### src/rtl/uart_tx_arb_if.sv
// Handshake bundle between N byte requesters, the uart_tx_arb arbiter and the uart_tx transmitter.
// slave = arbiter side, master = requester/transmitter side.
interface uart_tx_arb_if #(
    parameter int N    = 4,
    parameter int DBIT = 8
);
    localparam int IW = $clog2(N);

    logic [N-1:0]      req_valid;
    logic [N*DBIT-1:0] req_data;
    logic [N-1:0]      req_last;
    logic [N-1:0]      req_ready;
    logic              tx_start;
    logic [DBIT-1:0]   tx_din;
    logic              tx_done_tick;
    logic [IW-1:0]     grant_id;
    logic              busy;

    modport slave (
        input  req_valid, req_data, req_last, tx_done_tick,
        output req_ready, tx_start, tx_din, grant_id, busy
    );

    modport master (
        output req_valid, req_data, req_last, tx_done_tick,
        input  req_ready, tx_start, tx_din, grant_id, busy
    );
endinterface

### src/rtl/uart_tx_arb.sv
// Round-robin arbiter sharing one uart_tx among N byte requesters; packet lock under UART_ARB_PKT_LOCK_EN.
// Latency: accept at edge t, tx_start in t+1; back in IDLE the cycle after tx_done_tick.
// Backpressure: req_ready is held low from accept until the transmitter reports done.
module uart_tx_arb #(
    parameter int N    = 4,
    parameter int DBIT = 8
) (
    input  logic          i_clk,
    input  logic          i_rst,
    uart_tx_arb_if.slave  bus
);
    localparam int IW = $clog2(N);

    typedef enum logic [1:0] {
        S_IDLE,
        S_START,
        S_WAIT
    } state_t;

    state_t          r_state;
    state_t          w_state_nxt;
    logic [IW-1:0]   r_ptr;
    logic [IW-1:0]   r_grant;
    logic [DBIT-1:0] r_din;
    logic [IW-1:0]   w_win;
    logic [IW-1:0]   w_idx;
    logic            w_found;
    logic            w_accept;
    logic            w_done;

`ifdef UART_ARB_PKT_LOCK_EN
    logic            r_lock;
`else
    logic            w_unused_last;
    assign w_unused_last = ^bus.req_last;
`endif

    // Search starts one past the last winner so every requester gets a turn.
    always_comb begin
        w_found = 1'b0;
        w_win   = '0;
        w_idx   = '0;
        for (int k = 1; k <= N; k++) begin
            w_idx = IW'((int'(r_ptr) + k) % N);
            if (!w_found && bus.req_valid[w_idx]) begin
                w_found = 1'b1;
                w_win   = w_idx;
            end
        end
`ifdef UART_ARB_PKT_LOCK_EN
        if (r_lock) begin
            w_found = bus.req_valid[r_grant];
            w_win   = r_grant;
        end
`endif
    end

    assign w_accept = (r_state == S_IDLE) && w_found && !i_rst;
    assign w_done   = (r_state == S_WAIT) && bus.tx_done_tick;

    always_comb begin
        bus.req_ready = '0;
        if (w_accept) begin
            bus.req_ready[w_win] = 1'b1;
        end
    end

    always_comb begin
        w_state_nxt  = r_state;
        bus.tx_start = 1'b0;
        bus.busy     = 1'b0;
        case (r_state)
            S_IDLE: begin
                if (w_accept) begin
                    w_state_nxt = S_START;
                end
            end
            S_START: begin
                bus.tx_start = 1'b1;
                bus.busy     = 1'b1;
                w_state_nxt  = S_WAIT;
            end
            S_WAIT: begin
                bus.busy = 1'b1;
                if (bus.tx_done_tick) begin
                    w_state_nxt = S_IDLE;
                end
            end
            default: begin
                w_state_nxt = S_IDLE;
            end
        endcase
    end

    always_ff @(posedge i_clk or posedge i_rst) begin
        if (i_rst) begin
            r_state <= S_IDLE;
            r_ptr   <= IW'(N - 1);
            r_grant <= '0;
            r_din   <= '0;
`ifdef UART_ARB_PKT_LOCK_EN
            r_lock  <= 1'b0;
`endif
        end else begin
            r_state <= w_state_nxt;
            if (w_accept) begin
                r_grant <= w_win;
                r_din   <= bus.req_data[int'(w_win)*DBIT +: DBIT];
`ifdef UART_ARB_PKT_LOCK_EN
                r_lock  <= !bus.req_last[w_win];
`endif
            end
`ifdef UART_ARB_PKT_LOCK_EN
            // Pointer only moves once the whole packet has gone out.
            if (w_done && !r_lock) begin
                r_ptr <= r_grant;
            end
`else
            if (w_done) begin
                r_ptr <= r_grant;
            end
`endif
        end
    end

    assign bus.tx_din   = r_din;
    assign bus.grant_id = r_grant;
endmodule

### src/flat_wrapper.sv
// flat-port wrapper written by rule: the top's interface ports become plain ports
module uart_tx_arb_flat 
#(
    parameter int N    = 4,
    parameter int DBIT = 8
)
  (i_clk, i_rst, bus_req_valid, bus_req_data, bus_req_last, bus_tx_done_tick, bus_req_ready, bus_tx_start, bus_tx_din, bus_grant_id, bus_busy);
  uart_tx_arb_if #(.N(N), .DBIT(DBIT)) bus_i ();
  input  logic i_clk;
  input  logic i_rst;
  input wire logic [$bits(bus_i.req_valid)-1:0] bus_req_valid;
  input wire logic [$bits(bus_i.req_data)-1:0] bus_req_data;
  input wire logic [$bits(bus_i.req_last)-1:0] bus_req_last;
  input wire logic [$bits(bus_i.tx_done_tick)-1:0] bus_tx_done_tick;
  output wire logic [$bits(bus_i.req_ready)-1:0] bus_req_ready;
  output wire logic [$bits(bus_i.tx_start)-1:0] bus_tx_start;
  output wire logic [$bits(bus_i.tx_din)-1:0] bus_tx_din;
  output wire logic [$bits(bus_i.grant_id)-1:0] bus_grant_id;
  output wire logic [$bits(bus_i.busy)-1:0] bus_busy;
  assign bus_i.req_valid = bus_req_valid;
  assign bus_i.req_data = bus_req_data;
  assign bus_i.req_last = bus_req_last;
  assign bus_i.tx_done_tick = bus_tx_done_tick;
  assign bus_req_ready = bus_i.req_ready;
  assign bus_tx_start = bus_i.tx_start;
  assign bus_tx_din = bus_i.tx_din;
  assign bus_grant_id = bus_i.grant_id;
  assign bus_busy = bus_i.busy;
  uart_tx_arb #(.N(N), .DBIT(DBIT)) u_core (.i_clk(i_clk), .i_rst(i_rst), .bus(bus_i));
endmodule
### config.mk
export PLATFORM = sky130hd
export DESIGN_NAME = uart_tx_arb_flat
export DESIGN_NICKNAME = d
export VERILOG_FILES = /design/src/rtl/uart_tx_arb_if.sv /design/src/rtl/uart_tx_arb.sv /design/src/flat_wrapper.sv
export SDC_FILE = /design/constraint.sdc
export NUM_CORES = 1
export LEC_CHECK = 0
export CORE_MARGIN = 5
export CORE_UTILIZATION = 30
export CTS_BUF_LIST = sky130_fd_sc_hd__clkbuf_8
export DETAILED_ROUTE_END_ITERATION = 10
export MAX_ROUTING_LAYER = met4
export PLACE_DENSITY = 0.67
export SYNTH_ARGS = -nofsm -noshare
export SYNTH_HDL_FRONTEND = slang
export SYNTH_SLANG_ARGS = --single-unit
### constraint.sdc
create_clock -name i_clk -period 2.9 [get_ports i_clk]
set_clock_uncertainty 0.15 [all_clocks]
set_input_delay 0.725 -clock i_clk [delete_from_list [all_inputs] [get_ports i_clk]]
set_output_delay 0.725 -clock i_clk [all_outputs]
set_load 0.05 [all_outputs]
==> results of run 1 <==
## per-layer routing
metal	track usage	vias up	share of wire
met5	-	-	0
met4	0.0785	0	0.031
met3	0.0287	7	0.070
met2	0.226	41	0.47
met1	0.164	429	0.42
li1	-	466	-
## cell usage after synthesis, drive strengths merged
cell type	instances
or2	2
clkbuf	1
inv	6
o311ai	1
buf	4
o21ai	3
nand2	13
ha	4
o22ai	1
nor2	5
o21a	1
a221oi	2
a21oi	2
mux2i	16
o221ai	8
nand2b	4
dfrtp	12
dfstp	2
mux2	4
## final timing paths
| check | start | endpoint | slack, ns |
|---|---|---|---|
| worst max register to register | u_core.r_ptr[0] | u_core.bus.tx_din[7] | 0.82 |
| max in group asynchronous | i_rst | u_core.r_ptr[0] | 1.61 |
| worst max-delay path | bus_req_valid[1] | bus_req_ready[2] | 0.06 |
| worst min register to register | u_core.bus.tx_din[7] | u_core.bus.tx_din[7] | 0.35 |
| min in group asynchronous | i_rst | u_core.bus.tx_din[2] | 0.75 |
| worst min-delay path | u_core.bus.tx_din[7] | u_core.bus.tx_din[7] | 0.35 |
## cells by family after synthesis
kind of cell / Yosys count / synth area share
compound gates: 18 / 0.197
fa+ha+maj: 4 / 0.0513
buf+inv: 11 / 0.0692
flops: 14 / 0.362
mux: 20 / 0.210
simple gates: 24 / 0.110
## per-stage QoR
stage          hold WS [ns]  TNS (ns)
6_report              0.351         0
5_1_grt               0.364         0
4_1_cts               0.351         0
3_5_place_dp          0.331     -1.14
3_3_place_gp          0.334     -1.09
2_1_floorplan         0.356         0
## state kept, by name, summed over array words and instances, names as in the netlist
signal               count
u_core.r_ptr             2
u_core.bus.grant_id      2
u_core.r_state           2
u_core.bus.tx_din        8
## final cells by class
class                   instances  area [sq um]
well taps                      44          55.1
flip-flops and latches         14           353
repair buffers                 69           668
inverters                       6          26.3
clock buffers                   4          55.1
multi-input cells              66           631
fillers                       268          1290
## report_power, final
part	internal, mW	leakage [nW]	switching (mW)
logic	0.510	0.568	0.690
registers	0.300	0.170	0.0748
clock network	0.120	0.0288	0.0676
## worst max-delay path, cell delays in order
cell and delay (ns):
dlygate4sd2_1 0.26, or2_4 0.28, a221oi_4 0.34, inv_2 0.11, nor2_4 0.10, buf_8 0.15
## timing repair
action                                 in CTS  in global routing
buffers inserted                            3                  0
endpoints found under the hold margin       0                  0
gates resized for setup                    20                  0
setup endpoints to repair                   4                  3
pin swaps                                   6                  2
==> impl_metrics.ini, run 1 <==
[outcome]
status = finished clean

[worst_setup_path]
end_kind = primary output
path_max_fanout = 3
crit_required_ns = 2.03
worst-endpoint-arrival_ns = 1.96
critPathKind = primary input to primary output
reg2reg_depth = 7
critPathLaunchType = primary input

[layout]
diodes = 0
layout.nets = 207
stdcell_count = 203
fin_util = 0.581
design_area_sq_um = 1790
final_common_cell = clkdlybuf4s50_1
drive_above_1_share = 0.321
syn2layout_area_growth_pct = 83.2
layout_common_cells = clkdlybuf4s50_1 (46), mux2i_1 (16), nand2_1 (13), buf_4 (13), dfrtp_1 (12)

[global_route]
antenna_found_initial = 0
overflow = 0
grt_max_degree = 15
grt_pass1_wl_mm = 4.59
grtUsageTotal = 0.141
grt_pass1_vias = 1006

[timing]
final.setup.worst_slack_ns = 0.0625
fin_crit_sh = 0.978
grt_setup_unrepaired = no
setup_violations = 0
final_hold_viol_count = 0
max_freq_ghz = 0.352
finalCriticalPeriod_ns = 2.84
slew-limit-headroom = 0.655
worstMarginPinSlew_ns = 0.515
slew_violations = 0

[floorplanning]
die-area_sq_um = 4490
core_sq_um = 3080
die_w_um = 67.0
die_h_um = 67.0
rows = 20
initial_utilization = 0.317
ioPinCount = 59

[worst_hold_path]
worstHoldPathCells = 2
hold_path_class = flip-flop to flip-flop

[routing]
vias = 943
drt_iter0_drc = 13
firstDrtPassIters = 2
drt_wl_total_mm = 2.93
post_drt_wl_per_cell_um = 14.4
viasPerCell = 4.65
drc = 0
postRouteAntennaNets = 0

[logic_synthesis]
syn_nets = 138
ys_top_cells_by_area = dfrtp_1 (31%), mux2i_1 (16%), o221ai_2 (11%)
ys_seq_area_frac = 0.362
ys_types = 26
syn_area_sq_um = 976
synth-warning-count = 0
synth.top_cell.area_share = 0.308
synth_area_per_cell_sq_um = 10.7
ys_seq_elements = 14
synth_top_area_cell = dfrtp_1
syn_inst = 91

[clock_tree]
clock-sinks = 14
insertion_delay_ns = 0.25
cts_max_level = 1
cts_hold_buf = 0
cts_buffer_depth = 2
path_clk_slew_ns = 0.06
cts_root_buffer = clkbuf_8
cts_inserted_buffers = 3
tritoncts = built

[place]
place_ws_ns = -0.297
dp.cells = 196
placed_area_sq_um = 1650
gp_congestion = 0.766
io_buffer_count = 54
dp_hpwl_mm = 2.40

[run]
maxCapViolations = 0

[power_and_ir_drop]
power_mw = 1.76
vdd_drop_max_mv = 0.555
power.leakage_nw = 0.767
powerDensity_nw_per_um2 = 986
No activity file was read; power rests on OpenSTA's default activity.
==> run 2, diff against run 1 <==
--- a/config.mk
+++ b/config.mk
@@ -11,6 +11,7 @@
 export DETAILED_ROUTE_END_ITERATION = 10
 export MAX_ROUTING_LAYER = met4
 export PLACE_DENSITY = 0.67
+export SLEW_MARGIN = 10
 export SYNTH_ARGS = -nofsm -noshare
 export SYNTH_HDL_FRONTEND = slang
 export SYNTH_SLANG_ARGS = --single-unit
==> results of run 2 <==
No change in the layout: final DEF, timing and power equal those of run 1.
==> run 3, diff against run 2 <==
--- a/config.mk
+++ b/config.mk
@@ -9,9 +9,10 @@
 export CORE_UTILIZATION = 30
 export CTS_BUF_LIST = sky130_fd_sc_hd__clkbuf_8
 export DETAILED_ROUTE_END_ITERATION = 10
+export HOLD_SLACK_MARGIN = 0.05
 export MAX_ROUTING_LAYER = met4
 export PLACE_DENSITY = 0.67
-export SLEW_MARGIN = 10
+export SLEW_MARGIN = 20
 export SYNTH_ARGS = -nofsm -noshare
 export SYNTH_HDL_FRONTEND = slang
 export SYNTH_SLANG_ARGS = --single-unit
==> results of run 3 <==
No change in the layout: final DEF, timing and power equal those of run 1.
